$ cat config.mk
export PLATFORM = sky130hd
export DESIGN_NAME = kersram_r
export DESIGN_NICKNAME = d
export VERILOG_FILES = /design/src/rtl/kersram_r.sv
export SDC_FILE = /design/constraint.sdc
export NUM_CORES = 1
export LEC_CHECK = 0
export ABC_AREA = 1
export CAP_MARGIN = 20
export CORE_AREA = 2 2 449 451
export CTS_CLUSTER_SIZE = 16
export DETAILED_ROUTE_END_ITERATION = 8
export DIE_AREA = 0 0 451 453
export PLACE_DENSITY = 0.31
export SYNTH_ARGS = -nofsm -noshare
export SYNTH_HDL_FRONTEND = slang
export SYNTH_SLANG_ARGS = --single-unit
$ cat constraint.sdc
create_clock -name clk -period 1.9 [get_ports clk]
set_input_delay 0.38 -clock clk [delete_from_list [all_inputs] [get_ports clk]]
set_output_delay 0.38 -clock clk [all_outputs]
set_load 0.02 [all_outputs]
$ cat src/rtl/kersram_r.sv
// rtl/kersram_r.sv - kernel SRAM read streamer feeding the PE array
// Lane 0 walks the kernel store once per pass; lanes 1..7 replay lane 0's issues through a delay chain.
module kersram_r #(
  parameter int ADDR_CNT_BITS = 10,
  parameter int KER_ST_LENGTH = 288,
  parameter int SRAM_LAT      = 1
) (
  input  logic                     clk,
  input  logic                     reset,
  input  logic                     start_ker_read,
  input  logic [7:0]               ker_read_pass_num,
  input  logic                     ker_read_stall,
  output logic                     ker_read_busy,
  output logic                     ker_read_done,
  output logic                     cen_kersr_0, cen_kersr_1, cen_kersr_2, cen_kersr_3,
  output logic                     cen_kersr_4, cen_kersr_5, cen_kersr_6, cen_kersr_7,
  output logic                     wen_kersr_0, wen_kersr_1, wen_kersr_2, wen_kersr_3,
  output logic                     wen_kersr_4, wen_kersr_5, wen_kersr_6, wen_kersr_7,
  output logic [ADDR_CNT_BITS-1:0] addr_kersr_0, addr_kersr_1, addr_kersr_2, addr_kersr_3,
  output logic [ADDR_CNT_BITS-1:0] addr_kersr_4, addr_kersr_5, addr_kersr_6, addr_kersr_7,
  input  logic [63:0]              dout_kersr_0, dout_kersr_1, dout_kersr_2, dout_kersr_3,
  input  logic [63:0]              dout_kersr_4, dout_kersr_5, dout_kersr_6, dout_kersr_7,
  output logic [63:0]              ker_data_0, ker_data_1, ker_data_2, ker_data_3,
  output logic [63:0]              ker_data_4, ker_data_5, ker_data_6, ker_data_7,
  output logic                     ker_valid_0, ker_valid_1, ker_valid_2, ker_valid_3,
  output logic                     ker_valid_4, ker_valid_5, ker_valid_6, ker_valid_7
);

  typedef enum logic [1:0] {IDLE, RUN, DRAIN, DONE} state_t;

  localparam logic [ADDR_CNT_BITS-1:0] LAST_ADDR = ADDR_CNT_BITS'(KER_ST_LENGTH - 1);
  localparam logic [3:0]               DRAIN_LEN = 4'(7 + SRAM_LAT);

  state_t                   state_q;
  logic [ADDR_CNT_BITS-1:0] addr_cnt_q;
  logic [7:0]               pass_cnt_q;
  logic [7:0]               npass_q;
  logic [3:0]               drain_cnt_q;
  logic [7:1]               iss_q;
  logic [ADDR_CNT_BITS-1:0] adr_q [1:7];
  logic [SRAM_LAT-1:0]      vld_q [8];

  logic                     en0;
  logic                     last_issue;
  logic [7:0]               lane_iss;
  logic [ADDR_CNT_BITS-1:0] lane_adr [8];

  assign en0        = (state_q == RUN) && !ker_read_stall;
  assign last_issue = en0 && (addr_cnt_q == LAST_ADDR) && (pass_cnt_q == npass_q - 8'd1);
  assign lane_iss   = {iss_q, en0};

  always_comb begin
    lane_adr[0] = addr_cnt_q;
    for (int k = 1; k < 8; k++) lane_adr[k] = adr_q[k];
  end

  always_ff @(posedge clk) begin
    if (!reset) begin
      state_q     <= IDLE;
      addr_cnt_q  <= '0;
      pass_cnt_q  <= '0;
      npass_q     <= '0;
      drain_cnt_q <= '0;
    end else begin
      case (state_q)
        IDLE: if (start_ker_read) begin
          npass_q    <= (ker_read_pass_num == 8'd0) ? 8'd1 : ker_read_pass_num;
          addr_cnt_q <= '0;
          pass_cnt_q <= '0;
          state_q    <= RUN;
        end
        RUN: if (en0) begin
          if (addr_cnt_q == LAST_ADDR) begin
            addr_cnt_q <= '0;
            pass_cnt_q <= pass_cnt_q + 8'd1;
          end else begin
            addr_cnt_q <= addr_cnt_q + 1'b1;
          end
          if (last_issue) begin
            state_q     <= DRAIN;
            drain_cnt_q <= 4'd1;
          end
        end
        // Hold long enough for lane 7's final read to come back out of the SRAM.
        DRAIN: if (drain_cnt_q == DRAIN_LEN) state_q <= DONE;
               else drain_cnt_q <= drain_cnt_q + 4'd1;
        DONE:    state_q <= IDLE;
        default: state_q <= IDLE;
      endcase
    end
  end

  // The chain is never frozen, so a stall bubble simply travels down the lanes.
  always_ff @(posedge clk) begin
    if (!reset) begin
      iss_q <= '0;
      for (int k = 1; k < 8; k++) adr_q[k] <= '0;
      for (int k = 0; k < 8; k++) vld_q[k] <= '0;
    end else begin
      iss_q    <= lane_iss[6:0];
      adr_q[1] <= addr_cnt_q;
      for (int k = 2; k < 8; k++) adr_q[k] <= adr_q[k-1];
      for (int k = 0; k < 8; k++) vld_q[k] <= (vld_q[k] << 1) | SRAM_LAT'(lane_iss[k]);
    end
  end

  assign ker_read_busy = (state_q == RUN) || (state_q == DRAIN);
  assign ker_read_done = (state_q == DONE);

  assign {cen_kersr_7, cen_kersr_6, cen_kersr_5, cen_kersr_4,
          cen_kersr_3, cen_kersr_2, cen_kersr_1, cen_kersr_0} = ~lane_iss;
  assign {wen_kersr_7, wen_kersr_6, wen_kersr_5, wen_kersr_4,
          wen_kersr_3, wen_kersr_2, wen_kersr_1, wen_kersr_0} = 8'hFF;

  assign addr_kersr_0 = lane_iss[0] ? lane_adr[0] : '0;
  assign addr_kersr_1 = lane_iss[1] ? lane_adr[1] : '0;
  assign addr_kersr_2 = lane_iss[2] ? lane_adr[2] : '0;
  assign addr_kersr_3 = lane_iss[3] ? lane_adr[3] : '0;
  assign addr_kersr_4 = lane_iss[4] ? lane_adr[4] : '0;
  assign addr_kersr_5 = lane_iss[5] ? lane_adr[5] : '0;
  assign addr_kersr_6 = lane_iss[6] ? lane_adr[6] : '0;
  assign addr_kersr_7 = lane_iss[7] ? lane_adr[7] : '0;

  assign ker_data_0 = dout_kersr_0;
  assign ker_data_1 = dout_kersr_1;
  assign ker_data_2 = dout_kersr_2;
  assign ker_data_3 = dout_kersr_3;
  assign ker_data_4 = dout_kersr_4;
  assign ker_data_5 = dout_kersr_5;
  assign ker_data_6 = dout_kersr_6;
  assign ker_data_7 = dout_kersr_7;

  assign ker_valid_0 = vld_q[0][SRAM_LAT-1];
  assign ker_valid_1 = vld_q[1][SRAM_LAT-1];
  assign ker_valid_2 = vld_q[2][SRAM_LAT-1];
  assign ker_valid_3 = vld_q[3][SRAM_LAT-1];
  assign ker_valid_4 = vld_q[4][SRAM_LAT-1];
  assign ker_valid_5 = vld_q[5][SRAM_LAT-1];
  assign ker_valid_6 = vld_q[6][SRAM_LAT-1];
  assign ker_valid_7 = vld_q[7][SRAM_LAT-1];

endmodule

==> run_summary.xml <==
<?xml version="1.0" encoding="UTF-8"?>
<metrics>
  <group name="critical_path">
    <metric name="worstPathBufferInverterCount" unit="">4</metric>
    <metric name="worstPathCellList" unit="">inv_2, ha_4, inv_6, buf_6, or2_4, nor2_1, buf_4</metric>
    <metric name="worst_setup_path_start_kind" unit="">flip-flop</metric>
    <metric name="critPathArrivalTime" unit="ns">1.67</metric>
    <metric name="r2r.worst_path.cells" unit="">11</metric>
    <metric name="ff2ff_setup_slack" unit="ns">0.08</metric>
    <metric name="reg2reg_from" unit="">state_q[0]</metric>
    <metric name="worst-setup-path-type" unit="">flip-flop to output pin</metric>
    <metric name="crit_required" unit="ns">1.52</metric>
    <metric name="worst_setup_path_end_kind" unit="">output pin</metric>
    <metric name="critical-path-max-stage-delay" unit="ns">0.33</metric>
    <metric name="timing.rr.end" unit="">addr_cnt_q[8]</metric>
    <metric name="timing.critical_path.max_delay_family" unit="">simple AND/OR/NAND/NOR gates</metric>
    <metric name="critical_path_peak_fanout" unit="">4</metric>
    <metric name="crit_path_top_delay_cell" unit="">dfxtp_2</metric>
  </group>
  <group name="sta">
    <metric name="report.final.slew_viol_count" unit="">0</metric>
    <metric name="max_clock_freq" unit="MHz">486.9</metric>
    <metric name="finalClockSkew" unit="ns">0.02031</metric>
    <metric name="min_period_over_period" unit="%">108.1</metric>
    <metric name="layout_setup_ws" unit="ns">-0.1539</metric>
    <metric name="hold_viol_final" unit="">0</metric>
    <metric name="period_needed" unit="ns">2.054</metric>
    <metric name="unrepaired_setup_endpoints_after_global_routing" unit="">yes</metric>
    <metric name="number_of_endpoints_failing_setup_at_the_final_stage" unit="">11</metric>
  </group>
  <group name="min_path">
    <metric name="worstHoldPathCells" unit="">2</metric>
    <metric name="holdPathEnd" unit="">adr_q[0][57]</metric>
    <metric name="timing.hold.worst.class" unit="">flip-flop to flip-flop</metric>
    <metric name="hp-start" unit="">adr_q[0][47]</metric>
  </group>
  <group name="synthesis">
    <metric name="cell_area_synth" unit="mm2">0.008742</metric>
    <metric name="yosys_warnings" unit="">0</metric>
    <metric name="post_synth_inst_count" unit="">1219</metric>
    <metric name="synth.distinct_cells" unit="">38</metric>
    <metric name="synth_seq_area_share" unit="%">25.65</metric>
    <metric name="ys_ff_latch" unit="">112</metric>
    <metric name="avgSynthCellArea" unit="um2">7.172</metric>
  </group>
  <group name="power_and_ir_drop">
    <metric name="combPwrFrac" unit="%">37.1</metric>
    <metric name="sequentialPowerShare" unit="%">34.1</metric>
    <metric name="p_leak" unit="nW">4.147</metric>
    <metric name="overall_power" unit="mW">7.712</metric>
    <metric name="ir_worst_vdd" unit="V">0.0004498</metric>
    <metric name="pwr-share-clk" unit="%">28.7</metric>
    <metric name="swShare" unit="%">38.86</metric>
    <metric name="p_per_area" unit="mW/mm2">749.8</metric>
    <metric name="internal_power" unit="mW">4.715</metric>
    <metric name="switchingPower" unit="mW">2.996</metric>
  </group>
  <group name="die">
    <metric name="die_h" unit="um">453</metric>
    <metric name="core_rows" unit="">164</metric>
    <metric name="die-width" unit="um">451</metric>
    <metric name="core" unit="mm2">0.1992</metric>
    <metric name="floorplan.io_pins" unit="">1142</metric>
    <metric name="initial_utilization" unit="%">4.388</metric>
    <metric name="floorplan.die_area" unit="mm2">0.2043</metric>
  </group>
  <group name="route">
    <metric name="first_iter_violations" unit="">376</metric>
    <metric name="routed_wirelength_normalized_by_instance_count" unit="um">31.00</metric>
    <metric name="avgViaCountPerCell" unit="">1.651</metric>
    <metric name="via_count_of_the_routed_design" unit="">5808</metric>
    <metric name="drc" unit="">0</metric>
    <metric name="wirelength" unit="um">109000</metric>
    <metric name="drt-pass1-iter-count" unit="">5</metric>
    <metric name="antenna_violating_nets_post_route" unit="">0</metric>
  </group>
  <group name="cells_and_area">
    <metric name="layout.filler_cells" unit="">23550</metric>
    <metric name="areaGrowthSynthToFinish" unit="%">17.65</metric>
    <metric name="n_antenna_cell" unit="">0</metric>
    <metric name="postLayoutCellArea" unit="mm2">0.01028</metric>
    <metric name="post_route_cells_drive_above_1_share" unit="%">22.07</metric>
    <metric name="finish.net_count" unit="">1390</metric>
  </group>
  <group name="outcome">
    <metric name="violations_in_the_final_reports" unit="">setup timing</metric>
    <metric name="run_status" unit="">finished, violations left</metric>
  </group>
  <group name="place">
    <metric name="place.gp.congestion" unit="">0.8001</metric>
    <metric name="detailed_place_hpwl" unit="um">100800</metric>
    <metric name="buffer_ports.inserted" unit="">109</metric>
    <metric name="placed_cell_area" unit="mm2">0.009687</metric>
  </group>
  <group name="global_route">
    <metric name="via_count_of_the_first_global_routing_pass" unit="">5599</metric>
    <metric name="first_pass_grt_wire_length" unit="um">121500</metric>
    <metric name="globalRouteOverflowTotal" unit="">0</metric>
    <metric name="grt_usage" unit="%">10.27</metric>
    <metric name="grt_max_degree" unit="">30</metric>
    <metric name="grt_antenna_before_repair" unit="">10</metric>
  </group>
  <group name="flow_run">
    <metric name="timing.max_cap.violations" unit="">0</metric>
  </group>
  <group name="clock_network">
    <metric name="worst_setup_hold_path_clk_slew" unit="ns">0.10</metric>
    <metric name="insertion_delay" unit="ns">0.43</metric>
    <metric name="post_cts_hold_buffer_count" unit="">0</metric>
    <metric name="cts_buffer_depth" unit="">2</metric>
    <metric name="tritoncts.num_buffers" unit="">9</metric>
    <metric name="cts-htree-levels" unit="">3</metric>
    <metric name="cts_tree" unit="">built</metric>
    <metric name="clock-sinks" unit="">112</metric>
    <metric name="ctsRootBufferMaster" unit="">clkbuf_16</metric>
  </group>
</metrics>
per-stage QoR:
| step | std cells | util, % | hold slack, ns | TNS (ns) | worst slack (ns) |
|---|---|---|---|---|---|
| detailed placement | 3490 | 4.862 | 0.4172 | -6.707 | -0.4321 |
| CTS | 3511 | 5.071 | 0.3617 | -2.711 | -0.2859 |
| global route | 3517 | 5.162 | 0.4046 | -2.324 | -0.2323 |
| global placement | 3490 | 4.862 | 0.4144 | -5.596 | -0.3971 |
| finish | 3517 | 5.162 | 0.4096 | -1.284 | -0.1539 |
| floorplan | 1226 | - | 0.4071 | -0.4996 | -0.05551 |
worst reg2reg max path: cells and delay by family, from the launching register on:
family / cells / cell delay (ns)
and+or+nand+nor: 4 / 0.58
DFF: 1 / 0.37
AOI/OAI and AO/OA: 2 / 0.19
adders and majority gates: 1 / 0.17
buffers and inverters: 4 / 0.40
Yosys cell counts, drive strengths merged:
master | count | area share, %
or2 | 1 | 0.10
nand2 | 210 | 9.2
xor2 | 7 | 0.70
o21ai | 14 | 0.80
nand3b | 1 | 0.086
dfxtp | 112 | 26
inv | 196 | 8.4
xnor2 | 6 | 0.60
nor4 | 2 | 0.14
o31ai | 1 | 0.086
buf | 526 | 45
a21oi | 22 | 1.3
nor3b | 1 | 0.14
clkbuf | 17 | 0.73
clkinv | 1 | 0.057
a211oi | 5 | 0.49
nand3 | 29 | 1.8
o21a | 1 | 0.086
ha | 10 | 1.4
nor3 | 9 | 0.76
nand4 | 1 | 0.072
conb | 1 | 0.043
o22ai | 1 | 0.072
nor2 | 45 | 2.2
layer usage:
layer / up-vias / wire length [um] / track usage, %
li1: 2304 / - / -
met1: 2462 / 16390 / 4.317
met2: 907 / 49580 / 16.16
met3: 125 / 40070 / 18.17
met4: 10 / 2657 / 2.639
met5: - / 326 / 1.399
final cells by class:
class | instances | area [um2] | share of cell area, %
clock buffers | 10 | 239.0 | 2.324
clock inverters | 6 | 61.31 | 0.5961
inverters | 197 | 750.7 | 7.299
multi-input cells | 376 | 1993 | 19.38
flip-flops and latches | 112 | 2258 | 21.96
well taps | 2656 | 3323 | 32.31
repair buffers | 160 | 1659 | 16.13
layout by cell type (no fill, tap or decap), types with 6 or more instances in the layout:
cell             instances
xnor2_1                  6
clkbuf_16                9
clkdlybuf4s15_1         11
nand2_1                199
nand3_1                 24
nand2_2                  9
inv_1                  182
conb_1                   8
buf_6                   12
o21ai_0                  9
dfxtp_1                103
dfxtp_2                  7
clkdlybuf4s15_2         18
buf_4                   39
nor2_4                  12
nor2_1                  25
dlygate4sd2_1           40
a21oi_1                 21
buf_12                  20
inv_2                   11
ha_1                     6
nor2_2                   8
xor2_1                   7
clkdlybuf4s50_1         10
worst max-delay path by stage:
stage	from	to	slack, ns	cells past startpoint
floorplan	state_q[1]	addr_kersr_0[0]	-0.06	7
global placement	ker_read_stall	addr_kersr_0[6]	-0.40	4
detailed placement	ker_read_stall	addr_kersr_0[6]	-0.43	4
CTS	state_q[1]	addr_kersr_0[0]	-0.29	7
global route	state_q[1]	addr_kersr_0[7]	-0.23	7
finish	state_q[1]	addr_kersr_0[7]	-0.15	7
power groups by stage:
stage	clock [mW]	sequential [mW]	combinational, mW
6_report	2.21	2.63	2.86
5_1_grt	2.47	2.66	3.18
4_1_cts	2.45	2.63	2.75
3_5_place_dp	0	2.68	2.55
3_3_place_gp	0	2.68	2.55
2_1_floorplan	0	2.66	2.84
flip-flops by register name, indices dropped and copies added (netlist names):
signal,flops
vld_q,4
state_q,2
npass_q,8
addr_cnt_q,10
iss_q,6
drain_cnt_q,4
pass_cnt_q,8
adr_q,70
repair_timing:
action | 4_1_cts | 5_1_grt
resized for setup | 226 | 49
pin swaps | 4 | 11
gates cloned | 1 | 1
endpoints found under the hold margin | 0 | 0
endpoints found under the setup margin | 100 | 32
setup buffers | 4 | 5
kinds of logic (layout without fill, tap and decap cells):
group,count (synthesis),after routing,synth area share (%)
xor+xnor,13,13,1.302
buf+inv,740,373,54.33
other cells,1,8,0.04290
flops,112,112,25.65
fa+ha+maj,10,10,1.431
simple gates,299,301,14.46
compound gates,44,44,2.791
No activity file was read; power rests on OpenSTA's default activity.
